--- src/rtl/game_match_fsm.sv ---
// game_match_fsm: match controller for the tank/shooter game.
// Runs the MENU -> PLAYING -> ROUND_END -> CONTINUE/FINAL flow for NUM_PLAYERS
// players. It handles target score selection, last-survivor round scoring and
// a timed round-end hold. Every output comes straight from a flop.
// Optional feature: define GAME_MATCH_TIMEOUT_EN to end a round as a draw
// after ROUND_TIMEOUT PLAYING cycles.
module game_match_fsm #(
  parameter int unsigned     NUM_PLAYERS   = 2,
  parameter int unsigned     SCORE_W       = 6,
  parameter int unsigned     MAX_TARGET    = 9,
  parameter int unsigned     HOLD_CYCLES   = 50_000_000,
  parameter longint unsigned ROUND_TIMEOUT = 64'd3_000_000_000
) (
  input  logic                           clk_i,
  input  logic                           reset_ni,
  input  logic                           space_i,
  input  logic                           select_up_i,
  input  logic                           select_down_i,
  input  logic [NUM_PLAYERS-1:0]         hit_i,
  output logic [NUM_PLAYERS*SCORE_W-1:0] score_o,
  output logic [SCORE_W-1:0]             target_o,
  output logic [NUM_PLAYERS-1:0]         alive_o,
  output logic [2:0]                     winner_o,
  output logic                           winner_valid_o,
  output logic                           is_menu_o,
  output logic                           is_playing_o,
  output logic                           is_round_end_o,
  output logic                           is_continue_o,
  output logic                           is_final_o,
  output logic                           reset_o
);

  typedef enum logic [2:0] {
    S_MENU      = 3'd0,
    S_PLAYING   = 3'd1,
    S_ROUND_END = 3'd2,
    S_CONTINUE  = 3'd3,
    S_FINAL     = 3'd4
  } state_t;

  localparam int unsigned        CNT_W      = $clog2(NUM_PLAYERS + 1);
  localparam int unsigned        HOLD_W     = (HOLD_CYCLES > 1) ? $clog2(HOLD_CYCLES) : 1;
  localparam logic [SCORE_W-1:0] TARGET_MAX = SCORE_W'(MAX_TARGET);
  localparam logic [SCORE_W-1:0] TARGET_RST = (MAX_TARGET < 3) ? SCORE_W'(MAX_TARGET) : SCORE_W'(3);

  state_t                              state_q, state_d;
  logic                                armed_q;
  logic                                space_q, up_q, down_q;
  logic [NUM_PLAYERS-1:0]              hit_q;
  logic                                space_p, up_p, down_p;
  logic [NUM_PLAYERS-1:0]              hit_p;
  logic [NUM_PLAYERS-1:0][SCORE_W-1:0] score_q, score_d;
  logic [SCORE_W-1:0]                  target_d;
  logic [NUM_PLAYERS-1:0]              alive_d, alive_hit;
  logic [2:0]                          winner_d, survivor;
  logic                                winner_valid_d;
  logic [HOLD_W-1:0]                   hold_q, hold_d;
  logic                                hold_done, round_over, match_won, timed_out;
  logic [CNT_W-1:0]                    alive_cnt;

  // armed_q masks the first edge after reset so a level held across release is
  // captured into history instead of being seen as a fresh press.
  assign space_p = armed_q & space_i & ~space_q;
  assign up_p    = armed_q & select_up_i & ~up_q;
  assign down_p  = armed_q & select_down_i & ~down_q;
  assign hit_p   = armed_q ? (hit_i & ~hit_q) : '0;

  assign score_o   = score_q;
  assign alive_hit = alive_o & ~hit_p;
  assign hold_done = (hold_q == HOLD_W'(HOLD_CYCLES - 1));

  function automatic logic [CNT_W-1:0] popcount(input logic [NUM_PLAYERS-1:0] v);
    popcount = '0;
    for (int i = 0; i < NUM_PLAYERS; i++) popcount = popcount + CNT_W'(v[i]);
  endfunction

  assign alive_cnt  = popcount(alive_hit);
  assign round_over = (state_q == S_PLAYING) && (alive_cnt <= CNT_W'(1));

  // Index of the surviving player (meaningful only when exactly one is alive).
  always_comb begin
    // NOTE: every always_comb output gets a default first, so no path can infer a latch.
    survivor = '0;
    for (int i = 0; i < NUM_PLAYERS; i++) if (alive_hit[i]) survivor = 3'(i);
  end

  // Match is over once any player has reached the target.
  always_comb begin
    match_won = 1'b0;
    for (int i = 0; i < NUM_PLAYERS; i++) if (score_q[i] >= target_o) match_won = 1'b1;
  end

`ifdef GAME_MATCH_TIMEOUT_EN
  localparam int unsigned RT_W = (ROUND_TIMEOUT > 64'd1) ? $clog2(ROUND_TIMEOUT) : 1;
  logic [RT_W-1:0] round_cnt_q;

  assign timed_out = (state_q == S_PLAYING) && (round_cnt_q == RT_W'(ROUND_TIMEOUT - 1));

  // Round timer: counts consecutive PLAYING cycles and clears outside them.
  always_ff @(posedge clk_i or negedge reset_ni) begin
    if (!reset_ni)                                      round_cnt_q <= '0;
    else if (state_q == S_PLAYING && state_d == S_PLAYING) round_cnt_q <= round_cnt_q + 1'b1;
    else                                                round_cnt_q <= '0;
  end
`else
  assign timed_out = 1'b0;
`endif

  // State register plus every registered output and edge-detector history.
  always_ff @(posedge clk_i or negedge reset_ni) begin
    if (!reset_ni) begin
      state_q        <= S_MENU;
      armed_q        <= 1'b0;
      space_q        <= 1'b0;
      up_q           <= 1'b0;
      down_q         <= 1'b0;
      hit_q          <= '0;
      score_q        <= '0;
      target_o       <= TARGET_RST;
      alive_o        <= '1;
      winner_o       <= '0;
      winner_valid_o <= 1'b0;
      hold_q         <= '0;
      is_menu_o      <= 1'b1;
      is_playing_o   <= 1'b0;
      is_round_end_o <= 1'b0;
      is_continue_o  <= 1'b0;
      is_final_o     <= 1'b0;
      reset_o        <= 1'b1;
    end else begin
      // NOTE: sequential state uses non-blocking assignments so all flops sample together.
      state_q        <= state_d;
      armed_q        <= 1'b1;
      space_q        <= space_i;
      up_q           <= select_up_i;
      down_q         <= select_down_i;
      hit_q          <= hit_i;
      score_q        <= score_d;
      target_o       <= target_d;
      alive_o        <= alive_d;
      winner_o       <= winner_d;
      winner_valid_o <= winner_valid_d;
      hold_q         <= hold_d;
      is_menu_o      <= (state_d == S_MENU);
      is_playing_o   <= (state_d == S_PLAYING);
      is_round_end_o <= (state_d == S_ROUND_END);
      is_continue_o  <= (state_d == S_CONTINUE);
      is_final_o     <= (state_d == S_FINAL);
      reset_o        <= (state_d != S_PLAYING);
    end
  end

  // Next-state selection; illegal encodings fall back to MENU.
  always_comb begin
    state_d = state_q;
    case (state_q)
      S_MENU:      if (space_p) state_d = S_PLAYING;
      S_PLAYING:   if (round_over || timed_out) state_d = S_ROUND_END;
      S_ROUND_END: if (hold_done) state_d = match_won ? S_FINAL : S_CONTINUE;
      S_CONTINUE:  if (space_p) state_d = S_PLAYING;
      S_FINAL:     if (space_p) state_d = S_MENU;
      default:     state_d = S_MENU;
    endcase
  end

  // Next values of the datapath outputs (scores, target, alive, winner, hold).
  always_comb begin
    score_d        = score_q;
    target_d       = target_o;
    alive_d        = alive_o;
    winner_d       = winner_o;
    winner_valid_d = winner_valid_o;
    hold_d         = (state_q == S_ROUND_END && !hold_done) ? hold_q + 1'b1 : '0;
    case (state_q)
      S_MENU: begin
        if (up_p && !down_p && target_o < TARGET_MAX)      target_d = target_o + 1'b1;
        else if (down_p && !up_p && target_o > SCORE_W'(1)) target_d = target_o - 1'b1;
        if (space_p) begin
          score_d        = '0;
          alive_d        = '1;
          winner_d       = '0;
          winner_valid_d = 1'b0;
        end
      end
      S_PLAYING: begin
        alive_d = alive_hit;
        if (round_over) begin
          if (alive_cnt == CNT_W'(1)) begin
            for (int i = 0; i < NUM_PLAYERS; i++)
              if (alive_hit[i] && !(&score_q[i])) score_d[i] = score_q[i] + 1'b1;
            winner_d       = survivor;
            winner_valid_d = 1'b1;
          end else begin
            winner_valid_d = 1'b0;
          end
        end else if (timed_out) begin
          winner_valid_d = 1'b0;
        end
      end
      S_CONTINUE: if (space_p) alive_d = '1;
      default: ;
    endcase
  end

endmodule
--- config.mk ---
export PLATFORM = sky130hd
export DESIGN_NAME = game_match_fsm
export DESIGN_NICKNAME = d
export VERILOG_FILES = /design/src/rtl/game_match_fsm.sv
export SDC_FILE = /design/constraint.sdc
export NUM_CORES = 1
export LEC_CHECK = 0
export ABC_AREA = 1
export CORE_UTILIZATION = 57
export DETAILED_ROUTE_END_ITERATION = 10
export PLACE_DENSITY = 0.8
export SETUP_SLACK_MARGIN = 0.4
export SLEW_MARGIN = 20
export SYNTH_ARGS = -nofsm -noshare
export SYNTH_HDL_FRONTEND = slang
export SYNTH_SLANG_ARGS = --single-unit
--- constraint.sdc ---
create_clock -name clk_i -period 2.3 [get_ports clk_i]
set_clock_uncertainty 0.15 [all_clocks]
set_input_delay 0.345 -clock clk_i [delete_from_list [all_inputs] [get_ports clk_i]]
set_output_delay 0.345 -clock clk_i [all_outputs]
set_load 0.03 [all_outputs]
==> flow_summary_export.csv <==
group,metric,value,unit
run_status,outcome,"finished, final reports clean",
placement,hpwl,5.99,mm
timing,fmaxAchievable,464,MHz
timing,finalCriticalPeriod,2.15,ns
power,p_total,5.59,mW
finish,seq_area,1590,µm²
synth,syn-instance-count,485,
timing,hold_viol_final,0,
synth,synthTopCellsByArea,"dfrtp_1 38%, nand2_1 12%, nor2_1 7.8%",
worst_setup_path,crit_chain,"buf_6 -> o31ai_4 -> buf_4 -> buf_6 -> buf_6 -> buf_6 -> buf_6 -> nor2_4 -> nor2_4 -> nor2_4 -> buf_6 -> nand3_1 -> nand2_1",
floorplan,die_x,83.2,µm
clock_network,cts.path.max_buffers,2,
finish,fillers,343,
synth,ys_warn_count,0,
timing,setup-violations-final,0,
finish,final_util,0.817,
placement,portBuffers,34,
placement,dp.cells,600,
worst_setup_path,cp_top_family,"buffers and inverters",
power,combPwrFrac,0.514,
floorplan,coreArea,6350,µm²
placement,gp_congestion,0.865,
synth,ys_seq_elements,63,
synth,synth_top_area_frac,0.379,
global_routing,track_usage,0.282,
detailed_routing,vias,3737,
synth,ys_seq_area_frac,0.421,
detailed_routing,drtPass1Iterations,5,
clock_network,cts_buffers,9,
finish,n_antenna_cell,0,
worst_setup_path,crit_path_end_kind,"flip-flop",
detailed_routing,drc,0,
floorplan,die_y,83.2,µm
synth,syn_area,3760,µm²
timing,holdWs,0.0959,ns
detailed_routing,routed_via_density,5.69,
clock_network,clock_latency,0.35,ns
timing,final-max-slew-violation-count,0,
synth,yosysMostFrequentCell,"nand2_1",
worst_setup_path,timing.critical_path.buf_inv,7,
global_routing,grt_pass1_wl,15.6,mm
power,power_density,1080,nW/µm²
power,p_clk_frac,0.217,
clock_network,h-tree-depth,3,
worst_setup_path,worst_path_max_delay_cell,"dfstp_2",
synth,synth_area_leader_cell,"dfrtp_1",
finish,drive_gt1_frac,0.274,
detailed_routing,ant_nets,0,
power,seq_power_share,0.269,
finish,area_growth,37.9,%
power,max-vdd-ir-drop,832,µV
finish,multi_input_area,2210,µm²
hold_path,min_path_type,"in2reg",
worst_setup_path,cp.arrival,2.29,ns
worst_setup_path,crit_required,2.44,ns
clock_network,clk_pin_slew,0.08,ns
detailed_routing,wl_per_cell,16.8,µm
clock_network,tritoncts,"yes",
worst_setup_path,path_class,"reg2reg",
floorplan,io_pins,37,
timing,fin_crit_sh,0.936,
power,swShare,0.431,
finish,layoutNonFillerInstCount,657,
clock_network,clock-root-buffer,"clkbuf_8",
worst_setup_path,crit_top_cell,"buf_6",
global_routing,grt_overflow,0,
synth,synthTopCellsByCount,"124 x nand2_1, 78 x nor2_1, 57 x dfrtp_1, 54 x inv_1, 23 x nand3_1",
power,power.leakage,2.49,nW
placement,dpl_cell_area,4300,µm²
placement,post-place-ws,-0.198,ns
power,p_sw,2.41,mW
worst_setup_path,startpoint_type,"flip-flop",
detailed_routing,wirelength,11.1,mm
synth,synthDistinctLibCells,40,
floorplan,start_util,0.592,
timing,worst_slack,0.147,ns
power,internal-power,3.18,mW
global_routing,first_global_vias,3298,
floorplan,die-area,6930,µm²
synth,yosys_most_used_dff,"dfrtp_1",
synth,synth-edff-count,0,
worst_setup_path,cpPeakStageDelay,0.55,ns
timing,rsz0062_at_grt,"true",
worst_setup_path,critPathMaxFanout,5,
global_routing,grt_max_degree,45,
synth,avgSynthCellArea,7.75,µm²
flow_run,cap_violations,0,
synth,synthArstFlopShare,1.00,
finish,nets,601,
detailed_routing,drt_iter0_drc,311,
timing,setup_tns,0,ns
clock_network,clkSinkCount,63,
finish,design_area,5190,µm²
floorplan,rows,29,
global_routing,antenna_found_initial,0,
-- repair_timing --
item                                    4_1_cts  5_1_grt
pin swaps                                    17       25
hold buffers                                  1        0
setup buffers                                19       20
endpoints found under the setup margin       46       52
gates resized for setup                      53       67
hold endpoints to repair                     17        0
cloned                                        0        1
-- placed cells by master (no fill, tap or decap), types with 9 or more instances in the layout --
cell,count
clkdlybuf4s50_1,9
xor2_1,15
nand3_1,16
nor2_4,11
dfrtp_1,54
inv_1,43
clkbuf_8,9
buf_6,18
dlygate4sd2_1,20
a21oi_1,10
buf_4,26
nand2_2,13
inv_2,15
nor2_1,70
ha_1,13
nor3_1,16
nand2_1,115
-- power groups by stage --
stage,clock network [mW],logic [mW],registers (mW)
2_1_floorplan,0,1.13,1.73
3_3_place_gp,0,1.90,1.50
3_5_place_dp,0,1.98,1.50
4_1_cts,1.19,2.24,1.48
5_1_grt,1.26,3.07,1.52
6_report,1.21,2.87,1.51
-- kinds of logic (layout without fill, tap and decap cells) --
family,count (synthesis),after routing,share of synthesized area
simple gates,274,274,0.330
fa+ha+maj,19,19,0.0632
flops,63,63,0.421
compound gates,37,38,0.0625
xor+xnor,21,21,0.0489
buf+inv,69,162,0.0725
other cells,2,3,0.00200
-- state kept, by name, summed over array words and instances (netlist names), 2 cells and up --
| register | count |
|---|---|
| score_o | 12 |
| hit_q | 2 |
| alive_o | 2 |
| hold_q | 26 |
| state_q | 3 |
| target_o | 6 |
-- worst paths after layout --
check,from,to,slack (ns),depth (start not counted)
max reg2reg,alive_o[0],score_o[2],0.15,13
min,hit_i[0],hit_q[0],0.1,1
max in group asynchronous,reset_ni,alive_o[0],1.02,3
min in group asynchronous,reset_ni,target_o[5],0.33,2
min reg2reg,winner_valid_o,winner_valid_o,0.40,2
max,alive_o[0],score_o[2],0.15,13
-- final cells by class --
type	count	share of cell area
clock buffers	9	0.0239
clock inverters	7	0.0232
inverters	64	0.0502
multi-input cells	355	0.427
flip-flops and latches	63	0.307
well taps	77	0.0186
repair buffers	82	0.151
-- layer usage --
| metal | wire length [µm] | global-route usage | part of all wire |
|---|---|---|---|
| met1 | 4500 | 0.361 | 0.41 |
| met2 | 5450 | 0.475 | 0.49 |
| met3 | 650 | 0.0318 | 0.059 |
| met4 | 468 | 0.136 | 0.042 |
| met5 | 0 | 0 | 0 |
-- worst register-to-register path, stage by stage (launching register included) --
cell and delay, ns:
dfstp_2 0.55, buf_6 0.11, o31ai_4 0.06, buf_4 0.14, buf_6 0.10, buf_6 0.10
buf_6 0.11, buf_6 0.11, nor2_4 0.10, nor2_4 0.05, nor2_4 0.20, buf_6 0.14
nand3_1 0.08, nand2_1 0.09
Power figures use the tool's default switching activity.
